**config.mk**
```make
export PLATFORM = sky130hd
export DESIGN_NAME = echo_mem_dma_master
export DESIGN_NICKNAME = d
export VERILOG_FILES = /design/src/rtl/echo_mem_pkg.sv /design/src/rtl/echo_skid_fifo2.sv /design/src/rtl/echo_mem_dma_master.sv
export SDC_FILE = /design/constraint.sdc
export NUM_CORES = 1
export LEC_CHECK = 0
export CAP_MARGIN = 20
export CORE_ASPECT_RATIO = 0.6
export CORE_MARGIN = 3
export CORE_UTILIZATION = 26
export CTS_CLUSTER_DIAMETER = 80
export DETAILED_ROUTE_END_ITERATION = 10
export GPL_TIMING_DRIVEN = 1
export REMOVE_ABC_BUFFERS = 1
export SETUP_SLACK_MARGIN = 0.15
export SLEW_MARGIN = 15
export SYNTH_ARGS = -nofsm -noshare
export SYNTH_HDL_FRONTEND = slang
export SYNTH_SLANG_ARGS = --single-unit
export TNS_END_PERCENT = 50
```
**constraint.sdc**
```tcl
create_clock -name clk -period 3.8 [get_ports clk]
set_clock_uncertainty 0.15 [all_clocks]
set_input_delay 0.95 -clock clk [delete_from_list [all_inputs] [get_ports clk]]
set_output_delay 0.95 -clock clk [all_outputs]
set_load 0.05 [all_outputs]
```
**src/rtl/echo_mem_pkg.sv**
```systemverilog
// rtl/echo_mem_pkg.sv - shared widths and state type for the echo memory DMA master
package echo_mem_pkg;
  localparam int ADDR_W    = 13;
  localparam int DATA_W    = 32;
  localparam int LEN_W     = 14;
  localparam int MEM_DEPTH = 1 << ADDR_W;

  typedef enum logic [2:0] {
    ST_IDLE,
    ST_READ,
    ST_DRAIN,
    ST_WRITE,
    ST_FINISH
  } dma_state_t;
endpackage

```
**src/rtl/echo_skid_fifo2.sv**
```systemverilog
// rtl/echo_skid_fifo2.sv - two-entry valid/ready FIFO for the read return path
module echo_skid_fifo2 #(
  parameter int W = 33
) (
  input  logic         clk,
  input  logic         reset,
  input  logic         push_tvalid,
  input  logic [W-1:0] push_tdata,
  input  logic         pop_tready,
  output logic         pop_tvalid,
  output logic [W-1:0] pop_tdata,
  output logic [1:0]   count
);
  logic [W-1:0] slot [2];
  logic         wr_ptr;
  logic         rd_ptr;
  logic         pop;

  // The producer only pushes when space is guaranteed, so there is no push-side ready.
  assign pop_tvalid = (count != 2'd0);
  assign pop_tdata  = slot[rd_ptr];
  assign pop        = pop_tvalid & pop_tready;

  always_ff @(posedge clk) begin
    if (reset) begin
      slot[0] <= '0;
      slot[1] <= '0;
      wr_ptr  <= 1'b0;
      rd_ptr  <= 1'b0;
      count   <= 2'd0;
    end else begin
      if (push_tvalid) begin
        slot[wr_ptr] <= push_tdata;
        wr_ptr       <= ~wr_ptr;
      end
      if (pop) begin
        rd_ptr <= ~rd_ptr;
      end
      count <= count + {1'b0, push_tvalid} - {1'b0, pop};
    end
  end
endmodule

```
**src/rtl/echo_mem_dma_master.sv**
```systemverilog
// rtl/echo_mem_dma_master.sv - Avalon-MM master moving word blocks between on-chip memory and LVDS streams
module echo_mem_dma_master
  import echo_mem_pkg::*;
(
  input  logic                clk,
  input  logic                reset,
  input  logic                cmd_valid,
  output logic                cmd_ready,
  input  logic                cmd_write,
  input  logic [ADDR_W-1:0]   cmd_addr,
  input  logic [LEN_W-1:0]    cmd_len,
  output logic                busy,
  output logic                done,
  output logic [ADDR_W-1:0]   avm_address,
  output logic [DATA_W/8-1:0] avm_byteenable,
  output logic                avm_chipselect,
  output logic                avm_write,
  output logic [DATA_W-1:0]   avm_writedata,
  input  logic [DATA_W-1:0]   avm_readdata,
  output logic                avm_clken,
  output logic                src_valid,
  input  logic                src_ready,
  output logic [DATA_W-1:0]   src_data,
  output logic                src_last,
  input  logic                snk_valid,
  output logic                snk_ready,
  input  logic [DATA_W-1:0]   snk_data
);
  dma_state_t        state;
  dma_state_t        state_nxt;
  logic [ADDR_W-1:0] addr;
  logic [LEN_W-1:0]  remaining;
  logic [LEN_W-1:0]  accept_left;
  logic              rd_inflight;
  logic              rd_inflight_last;
  logic              wr_pending;
  logic [DATA_W-1:0] wr_data;
  logic              cmd_fire;
  logic              rd_issue;
  logic              pop;
  logic              snk_fire;
  logic              last_access;
  logic [1:0]        fifo_count;
  logic [2:0]        fifo_occ;
  logic [DATA_W:0]   fifo_head;

  assign cmd_fire    = cmd_valid & cmd_ready;
  assign pop         = src_valid & src_ready;
  assign last_access = (remaining == LEN_W'(1));

  // Occupancy the FIFO will have once this cycle's pop and the in-flight return settle.
  assign fifo_occ = {1'b0, fifo_count} + {2'b00, rd_inflight} - {2'b00, pop};
  assign rd_issue = (state == ST_READ) && (remaining != '0) && (fifo_occ < 3'd2);

  assign snk_ready = (state == ST_WRITE) && (accept_left != '0);
  assign snk_fire  = snk_valid & snk_ready;

  assign avm_chipselect = rd_issue | wr_pending;
  assign avm_write      = wr_pending;
  assign avm_address    = addr;
  assign avm_writedata  = wr_data;
  assign avm_byteenable = '1;
  assign avm_clken      = 1'b1;

  assign src_data = fifo_head[DATA_W-1:0];
  assign src_last = src_valid & fifo_head[DATA_W];

  echo_skid_fifo2 #(
    .W(DATA_W + 1)
  ) u_fifo (
    .clk        (clk),
    .reset      (reset),
    .push_tvalid(rd_inflight),
    .push_tdata ({rd_inflight_last, avm_readdata}),
    .pop_tready (src_ready),
    .pop_tvalid (src_valid),
    .pop_tdata  (fifo_head),
    .count      (fifo_count)
  );

  always_ff @(posedge clk) begin
    if (reset) begin
      state            <= ST_IDLE;
      addr             <= '0;
      remaining        <= '0;
      accept_left      <= '0;
      rd_inflight      <= 1'b0;
      rd_inflight_last <= 1'b0;
      wr_pending       <= 1'b0;
      wr_data          <= '0;
    end else begin
      state <= state_nxt;
      if (cmd_fire) begin
        addr        <= cmd_addr;
        remaining   <= cmd_len;
        accept_left <= cmd_write ? cmd_len : '0;
      end else if (avm_chipselect) begin
        addr      <= addr + ADDR_W'(1);
        remaining <= remaining - LEN_W'(1);
      end
      if (snk_fire) begin
        accept_left <= accept_left - LEN_W'(1);
        wr_data     <= snk_data;
      end
      wr_pending       <= snk_fire;
      rd_inflight      <= rd_issue;
      rd_inflight_last <= rd_issue & last_access;
    end
  end

  always_comb begin
    state_nxt = state;
    cmd_ready = 1'b0;
    busy      = 1'b1;
    done      = 1'b0;
    case (state)
      ST_IDLE: begin
        cmd_ready = 1'b1;
        busy      = 1'b0;
        if (cmd_fire) begin
          if (cmd_len == '0)  state_nxt = ST_FINISH;
          else if (cmd_write) state_nxt = ST_WRITE;
          else                state_nxt = ST_READ;
        end
      end
      ST_READ: begin
        if (rd_issue && last_access) state_nxt = ST_DRAIN;
      end
      ST_DRAIN: begin
        // Leave as the final word is popped so done lands one cycle later.
        if (!rd_inflight && ((fifo_count == 2'd0) || (fifo_count == 2'd1 && pop)))
          state_nxt = ST_FINISH;
      end
      ST_WRITE: begin
        if (wr_pending && last_access) state_nxt = ST_FINISH;
      end
      ST_FINISH: begin
        done      = 1'b1;
        state_nxt = ST_IDLE;
      end
      default: state_nxt = ST_IDLE;
    endcase
  end
endmodule
```
======== Yosys cells after proc, flatten, opt, wreduce, memory -nomap -nowiden ========
Memory sizes are Yosys's and may differ from the RTL's. A register that Yosys moved wholly into a read port is not among the register bits.
Cells that the tools add are included.
cells by class
  divide/modulo/power cells ............... 0
  eq/ne operators ......................... 10
  add/subtract/negate cells ............... 7
  bitwise gates (word level) .............. 8
  reduce and logical (&&, ||, !) cells .... 19
  multiply operators ...................... 0
  shift operators ......................... 0
  muxes and demuxes ....................... 27
  magnitude comparators ................... 1
operators by type and width
  operator                                                              number
  14-bit two-way mux                                                    5
  33-bit two-way mux                                                    1
  33-bit OR reduction                                                   1
  14-bit nonzero test                                                   2
  14-bit by 1-bit subtractor with 14-bit output, second input constant  2
  13-bit two-way mux                                                    2
  3-bit two-way mux                                                     5
  14-bit by 1-bit == test with 1-bit output, second input constant      1
  14-bit zero test                                                      1
  13-bit by 1-bit adder with 13-bit output, second input constant       1
  1-bit two-way mux                                                     12
  3-bit one-hot mux with 4 select lines                                 1
  1-bit logical AND                                                     7
  3-bit by 2-bit == test with 1-bit output, second input constant       2
  2-bit nonzero test                                                    3
  1-bit AND                                                             5
  2-bit by 1-bit != test with 1-bit output, second input constant       2
  2-bit != test, second input constant                                  2
  4-bit AND reduction                                                   1
  2-bit by 1-bit adder with 3-bit output                                1
  3-bit by 1-bit == test with 1-bit output, second input constant       1
  3-bit == test, second input constant                                  1
  3-bit zero test                                                       1
  3-bit by 2-bit < comparator with 1-bit output, second input constant  1
  other kinds (10)                                                      11
storage, ports and cells
  input bits .............................. 97
  RAM bits ................................ 66
  flip-flop bits (word level) ............. 83
  output and inout port bits .............. 90
  ROM bits ................................ 0
  logic and storage cells ................. 84
  memories ................................ 1
  latch bits .............................. 0
memories
  memory       words  width  read ports  clocked after Yosys merged registers in  wr ports  line                   RTL
  u_fifo.slot  2      33     1           1                                        2         echo_skid_fifo2.sv:14  logic [W-1:0] slot [2];

======== Depth between registers and ports, before layout ========
Gate-level depths: netlist (run 1).
  depth after elaboration ................. 8
  gate-level depth with buffers ........... 12
  depth with buffers taken out ............ 11

======== Hierarchy ========
From an unflattened synthesis (run 1), not the netlist that was laid out.
unflattened totals
  cells, all modules ...................... 724
  area, all modules ....................... 7,216.9 um^2
modules (own cells, without submodules)
  module               sequential area each (um^2)  instances  cells an instance  area an instance (um^2)
  echo_mem_dma_master  1,581.5                      1          487                3,906.2
  echo_skid_fifo2      2,082.0                      1          237                3,310.7

======== Worst setup path after synthesis (run 1) ========
No wires, ideal clock.
  path type ............................... input-to-output
  start point ............................. input port src_ready
  end point ............................... output port avm_chipselect
  cell stages on the path ................. 9
  path buffers ............................ 1
  path slack .............................. -0.281 ns
  data required time ...................... 2.700 ns
  data arrival time ....................... 2.981 ns
  cells stage by stage .................... inv_1 -> a21oi_1 -> ha_1 -> inv_1 -> ha_1 -> fa_1 -> o31a_1 -> buf_2 -> a21oi_4
between the ends
  word-level cells in the longest chain between the ends .. 5
RTL lines
  element                                        line                       RTL
  start: declaration                             echo_mem_dma_master.sv:22  input logic src_ready,
  1-bit AND                                      echo_mem_dma_master.sv:48  assign pop = src_valid & src_ready;
  named net pop                                  echo_mem_dma_master.sv:40  logic pop;
  3-bit by 1-bit subtractor with 3-bit output    echo_mem_dma_master.sv:52  assign fifo_occ = {1'b0, fifo_count} + {2'b00, rd_inflight} - {2'b00, pop};
  named net fifo_occ[1]                          echo_mem_dma_master.sv:44  logic [2:0] fifo_occ;
  3-bit by 2-bit < comparator with 1-bit output  echo_mem_dma_master.sv:53  assign rd_issue = (state == ST_READ) && (remaining != '0) && (fifo_occ < 3'd2);
  1-bit logical AND                              echo_mem_dma_master.sv:53
  1-bit OR                                       echo_mem_dma_master.sv:58  assign avm_chipselect = rd_issue | wr_pending;
  end: declaration                               echo_mem_dma_master.sv:16  output logic avm_chipselect,
The timed path passes the listed nets, and every way through them passes these cells.

======== Worst setup path after layout (run 1) ========
Ends and elaborated chain as after synthesis.

==> results.toml, run 1 <==
[floorplanning]
dieHeight_um = 134.1
coreArea_um2 = 26650
die_area_um2 = 29420
rows = 46
start_util_pct = 26.67
num_io_pins = 187
fp.dieW_um = 219.4

[hold_path]
hold_depth = 2
min_to = "avm_writedata[1]"
hold_class = "reg2reg"
hold_start = "avm_writedata[1]"

[finish]
synthToLayoutAreaGrowth_pct = 41.87
nets = 974
stdcell_count = 1243
n_fill_cell = 2637
layout-drive-gt1-share_pct = 14.29

[synth]
ys.flop_type = "dfxtp_1"
async_flop_share_pct = 0
yosys_warnings = 0
synth-seq-area-share_pct = 51.55
netlist_area_um2 = 7107
synth_edf_count = 66
synthDistinctLibCells = 65
postSynthCellCount = 689
syn-mean-instance-area_um2 = 10.31
synth_seq_cells = 150

[grt]
grt_pass1_wl_mm = 31.71
grtUsageTotal_pct = 14.11
grt_max_degree = 83
grt-ovfl-total = 0
antenna_found_initial = 3
grt_pass1_vias = 5599

[routing]
wire_per_inst_um = 16.40
routed_via_density = 4.599
dr.pass1.iters = 5
drt-total-wl_mm = 20.39
first_iter_violations = 413
num_vias = 5717
drc = 0
ant_nets = 0
dr_wl_met3_mm = 1.903
wl_met1_mm = 10.19
top_layer = "met5"
met2_wirelength_mm = 8.040

[sta]
fmax_mhz = 257.3
setup-violations-final = 1
worst_pin_slew_ns = 0.9247
hold_violations = 0
slew_headroom_pct = 36.76
slew_violations = 0
fin_setup_tns_ns = -0.08674
rsz0062_at_grt = "true"
fin_ws_ns = -0.08674
min_period_over_period_pct = 102.3
fin_crit_ns = 3.887

[setup_path]
arrival_ns = 2.79
rr_endpoint = "remaining[13]"
crit_path_frequent_cell = "a21oi_4"
r2r_cells = 11
slowest_stage = "fa_2"
worstSetupStartpointType = "primary input"
r2r_setup_slack_ns = 0.66
path_max_fanout = 2
cp_slowest_stage_delay_ns = 0.45
path_class = "in2out"
endpoint_kind = "output pin"
crit_chain = "buf_8 -> inv_4 -> a21oi_4 -> ha_1 -> inv_1 -> ha_2 -> fa_2 -> o31a_1 -> a21oi_4 -> buf_12"
required_ns = 2.70
crit_start = "src_ready"
r2r-start = "u_fifo.count[1]"

[clocking]
path_clk_slew_ns = 0.06
clk_path_buf_depth = 2
cts_buffers = 17
tritoncts = "built"
cts-root-buf = "clkbuf_16"
numClockSinks = 150
htree_levels = 4
insertion_delay_ns = 0.44
hold_buffers = 0

[pwr]
p_leak_nw = 3.500
peakVddDrop_uv = 365.2
p_per_area_nw_per_um2 = 717.7
power.total_w = 0.007236

[place]
dpl.cell_count = 1207
dpl.hpwl_mm = 13.83
port_buffers = 181
gp_congestion = 0.8351

[run_status]
failed_checks = "negative setup slack"
status = "finished, violations left"

[job]
drv_cap = 0
-- routing by layer --
| layer | GRT usage [%] | vias to the layer above |
|---|---|---|
| met3 | 6.090 | 20 |
| met2 | 18.37 | 190 |
| met4 | 4.675 | 4 |
| li1 | - | 2818 |
| met1 | 20.54 | 2685 |
| met5 | 0 | - |
-- cell usage after synthesis (4+ instances only) --
cell       instances  share of area, %
nand2_1           88               4.6
a311oi_1           6              0.74
nor4_1             9              0.79
ha_1               7               1.2
or3_1              5              0.44
mux2_2            34               5.4
buf_2              7              0.49
o41ai_1            4              0.49
a2111oi_2          5               1.1
edfxtp_1          66                28
a21oi_1           45               3.2
buf_4              7              0.74
nand3_1           10              0.70
nor2_1            43               2.3
and4_1             4              0.49
xnor2_1           24               3.0
and2_1            71               6.3
nor3_1             9              0.63
nand2b_1           4              0.35
a211oi_1          34               3.6
clkbuf_1          34               1.8
dfxtp_1           84                24
inv_1             18              0.95
-- repair_timing --
| item | CTS | global route |
|---|---|---|
| gates resized for setup | 13 | 3 |
| buffers inserted | 3 | 0 |
| pin swaps | 3 | 2 |
| endpoints found under the hold margin | 0 | 0 |
| endpoints found under the setup margin | 13 | 2 |
-- registers in the layout, summed over array words and instances (netlist names), named ones only --
| register | cells |
|---|---|
| avm_write | 1 |
| accept_left | 14 |
| u_fifo.wr_ptr | 1 |
| remaining | 14 |
| u_fifo.slot | 66 |
| rd_inflight_last | 1 |
| avm_writedata | 32 |
| rd_inflight | 1 |
| state | 3 |
| avm_address | 13 |
| u_fifo.count | 2 |
| u_fifo.rd_ptr | 1 |
-- where the power goes --
group | switching, W | total [W] | internal [W]
Sequential | 0.000219 | 0.00219 | 0.00197
Combinational | 0.00200 | 0.00320 | 0.00120
Clock | 0.000668 | 0.00184 | 0.00117
Total | 0.00289 | 0.00724 | 0.00435
-- placed cells by master, fill, tap and decap left out, types with 3 or more instances in the layout --
master           instances
clkdlybuf4s50_1        176
nand2_1                 87
dfxtp_1                 82
and2_1                  71
edfxtp_1                66
a21oi_1                 44
nor2_1                  43
mux2_2                  34
a211oi_1                34
buf_4                   26
xnor2_1                 23
clkbuf_16               20
inv_1                   17
nand3_1                 10
nor3_1                   9
nor4_1                   9
a311oi_1                 6
ha_1                     6
or3_1                    5
a2111oi_2                5
conb_1                   5
clkbuf_8                 5
nand2b_1                 4
and4_1                   4
o41ai_1                  4
or2_2                    3
o31a_1                   3
a21o_1                   3
nor2b_1                  3
a31oi_1                  3
a2111oi_0                3
a2111oi_4                3
buf_12                   3
-- area by class of cell --
class                   instances  area [um^2]  area share, %
diodes                          1        2.502        0.02482
clock buffers                  27        578.1          5.733
clock inverters                 5        77.57         0.7694
inverters                      18        70.07         0.6950
multi-input cells             474         3192          31.66
flip-flops and latches        150         3666          36.36
well taps                     360        450.4          4.468
repair buffers                208         2046          20.29
-- how the worst max path moves through the flow --
stage,end,cells past startpoint
2_1_floorplan,avm_chipselect,8
3_3_place_gp,avm_chipselect,10
3_5_place_dp,avm_chipselect,10
4_1_cts,avm_chipselect,10
5_1_grt,avm_chipselect,10
6_report,avm_chipselect,10
-- cell families after synthesis --
kind of cell    after synthesis  synth area share (%)
simple gates                269                 19.54
buf+inv                      69                 4.348
other cells                   1               0.05277
mux                          37                 5.828
xor+xnor                     25                 3.081
compound gates              130                 14.08
flops                       150                 51.55
fa+ha+maj                     8                 1.514
-- through the flow --
stage | hold slack, ns | utilization, % | area [um^2] | setup WS [ns]
2_1_floorplan | 0.3042 | - | 6880 | -0.4754
3_3_place_gp | 0.2904 | 35.14 | 9364 | -0.5718
3_5_place_dp | 0.2965 | 35.14 | 9364 | -0.5740
4_1_cts | 0.3041 | 37.77 | 10060 | -0.07523
5_1_grt | 0.3255 | 37.83 | 10080 | -0.1444
6_report | 0.3013 | 37.83 | 10080 | -0.08674
-- critical path: cells and delay by family --
kind | cells | cell delay, ns
adders and majority gates | 3 | 0.89
AOI/OAI and AO/OA | 3 | 0.57
buffers and inverters | 4 | 0.37
No activity file was read; power rests on OpenSTA's default activity.
==> run 2: changes to the inputs <==
HOLD_SLACK_MARGIN = 0.1   (was unset)
==> results of run 2 <==
Final layout, timing and power as in run 1 (identical DEF).
==> run 3: changes to the inputs <==
CTS_BUF_LIST = sky130_fd_sc_hd__clkbuf_2   (was unset)
CTS_CLUSTER_SIZE = 12   (was unset)
==> run 3 against run 2 <==
Against the previous run:
- the run still ends with negative setup slack left
- setup slack worse by 0.24 ns
- core utilization is 1.5 points lower
- flip-flop and latch count is the same
- critical path type unchanged
- largest power group unchanged
==> results.toml, run 3 (synthesized netlist as in run 1, its figures left out) <==
[clocking]
cts-root-buf = "clkbuf_2"
numClockSinks = 150
clk_path_buf_depth = 2
insertion_delay_ns = 0.79
cts_buffers = 17
path_clk_slew_ns = 0.21
htree_levels = 4
tritoncts = "built"
hold_buffers = 0

[setup_path]
required_ns = 2.70
crit_chain = "dlygate4sd2_1 -> inv_1 -> a21oi_4 -> ha_1 -> inv_1 -> ha_2 -> fa_1 -> o31a_1 -> a21oi_4 -> buf_12"
critPathBufInv = 4
cp_slowest_stage_delay_ns = 0.47
crit_family = "adder cells"
slowest_stage = "fa_1"
worstSetupPathDepth = 10
r2r_cells = 11
path_max_fanout = 2
endpoint_kind = "output pin"
path_class = "in2out"
r2r_setup_slack_ns = 0.72
worstSetupStartpointType = "primary input"
arrival_ns = 3.02

[finish]
regMostFlops = "u_fifo.slot"
layout_common_cells = "clkdlybuf4s50_1 (141), nand2_1 (86), dfxtp_1 (80), and2_1 (71), edfxtp_1 (66)"
layout-drive-gt1-share_pct = 14.71
final_common_cell = "clkdlybuf4s50_1"
largest_reg_flops = 66
synthToLayoutAreaGrowth_pct = 36.25
final_core_util_pct = 36.34
nets = 976

[routing]
routed_via_density = 4.590
dr.pass1.iters = 5
first_iter_violations = 346
wire_per_inst_um = 16.27
ant_nets = 0
drt-total-wl_mm = 20.26
num_vias = 5714
drc = 0

[sta]
slew_headroom_pct = 36.85
fin_ws_ns = -0.3240
hold_ws_ns = 0.2819
setup-violations-final = 1
slew_violations = 0
rsz0062_at_grt = "true"
hold_violations = 0
worst_pin_slew_ns = 0.9234
min_period_over_period_pct = 108.5
fin_crit_ns = 4.124
fmax_mhz = 242.5

[grt]
grt_pass1_wl_mm = 31.35
grt_max_degree = 83
grt_pass1_vias = 5539
grtUsageTotal_pct = 13.92
grt-ovfl-total = 0
antenna_found_initial = 3

[job]
drv_cap = 0

[floorplanning]
coreArea_um2 = 26650
start_util_pct = 26.67
rows = 46
fp.dieW_um = 219.4
num_io_pins = 187
dieHeight_um = 134.1
die_area_um2 = 29420

[run_status]
failed_checks = "negative setup slack"
status = "finished, violations left"

[place]
gp_congestion = 0.8351
pre_cts_slack_ns = -0.5740
dpl.hpwl_mm = 13.83
port_buffers = 181

[pwr]
power_switching_w = 0.002811
seqPwrFrac_pct = 34.2
p_int_w = 0.003599
sw_frac_of_total_pct = 43.86
pwr-share-clk_pct = 16.9
peakVddDrop_uv = 391.3
p_per_area_nw_per_um2 = 661.9
power_frac_comb_pct = 48.9
p_leak_nw = 3.446
power.total_w = 0.006410

[hold_path]
hold_class = "in2reg"
hold_depth = 2
run 3: area by class of cell:
type	instances	area [um^2]
timing repair buffer	210	2007
antenna	1	2.502
clock buffer	19	95.09
fill	2680	16970
tap	360	450.4
inverter	18	70.07
clock inverter	13	186.4
sequential	150	3669
multi-input combinational	474	3203
run 3: layer usage:
metal	up-vias	global-route usage, %	share of wire [%]
li1	2820	-	-
met1	2685	20.33	50
met2	192	18.23	40
met3	13	6.679	9.9
met4	4	3.128	0.76
met5	-	0	0.13
run 3: path summary, 6_finish.rpt:
check / to / from
worst max-delay path: avm_chipselect / src_ready
worst min-delay path: u_fifo.wr_ptr / reset
worst max register to register: remaining[12] / u_fifo.count[1]
worst min register to register: avm_writedata[6] / avm_writedata[6]
run 3: metrics by stage:
step / std cells / area (um^2) / TNS [ns]
floorplan: 642 / 6880 / -0.7003
CTS: 1242 / 9649 / -0.3815
finish: 1245 / 9683 / -0.3240
global placement: 1207 / 9364 / -6.900
global route: 1245 / 9683 / -0.5040
detailed placement: 1207 / 9364 / -7.922
run 3: power by group through the flow:
stage | registers (W) | clock network [W] | logic [W]
floorplan | 0.00241 | 0 | 0.00182
global placement | 0.00221 | 0 | 0.00315
detailed placement | 0.00222 | 0 | 0.00315
CTS | 0.00219 | 0.00113 | 0.00311
global route | 0.00223 | 0.00120 | 0.00338
finish | 0.00219 | 0.00108 | 0.00314
run 3: timing repair:
| item | 4_1_cts | 5_1_grt |
|---|---|---|
| pin swaps | 2 | 4 |
| resized for setup | 51 | 5 |
| setup buffers | 3 | 2 |
| setup endpoints to repair | 37 | 2 |
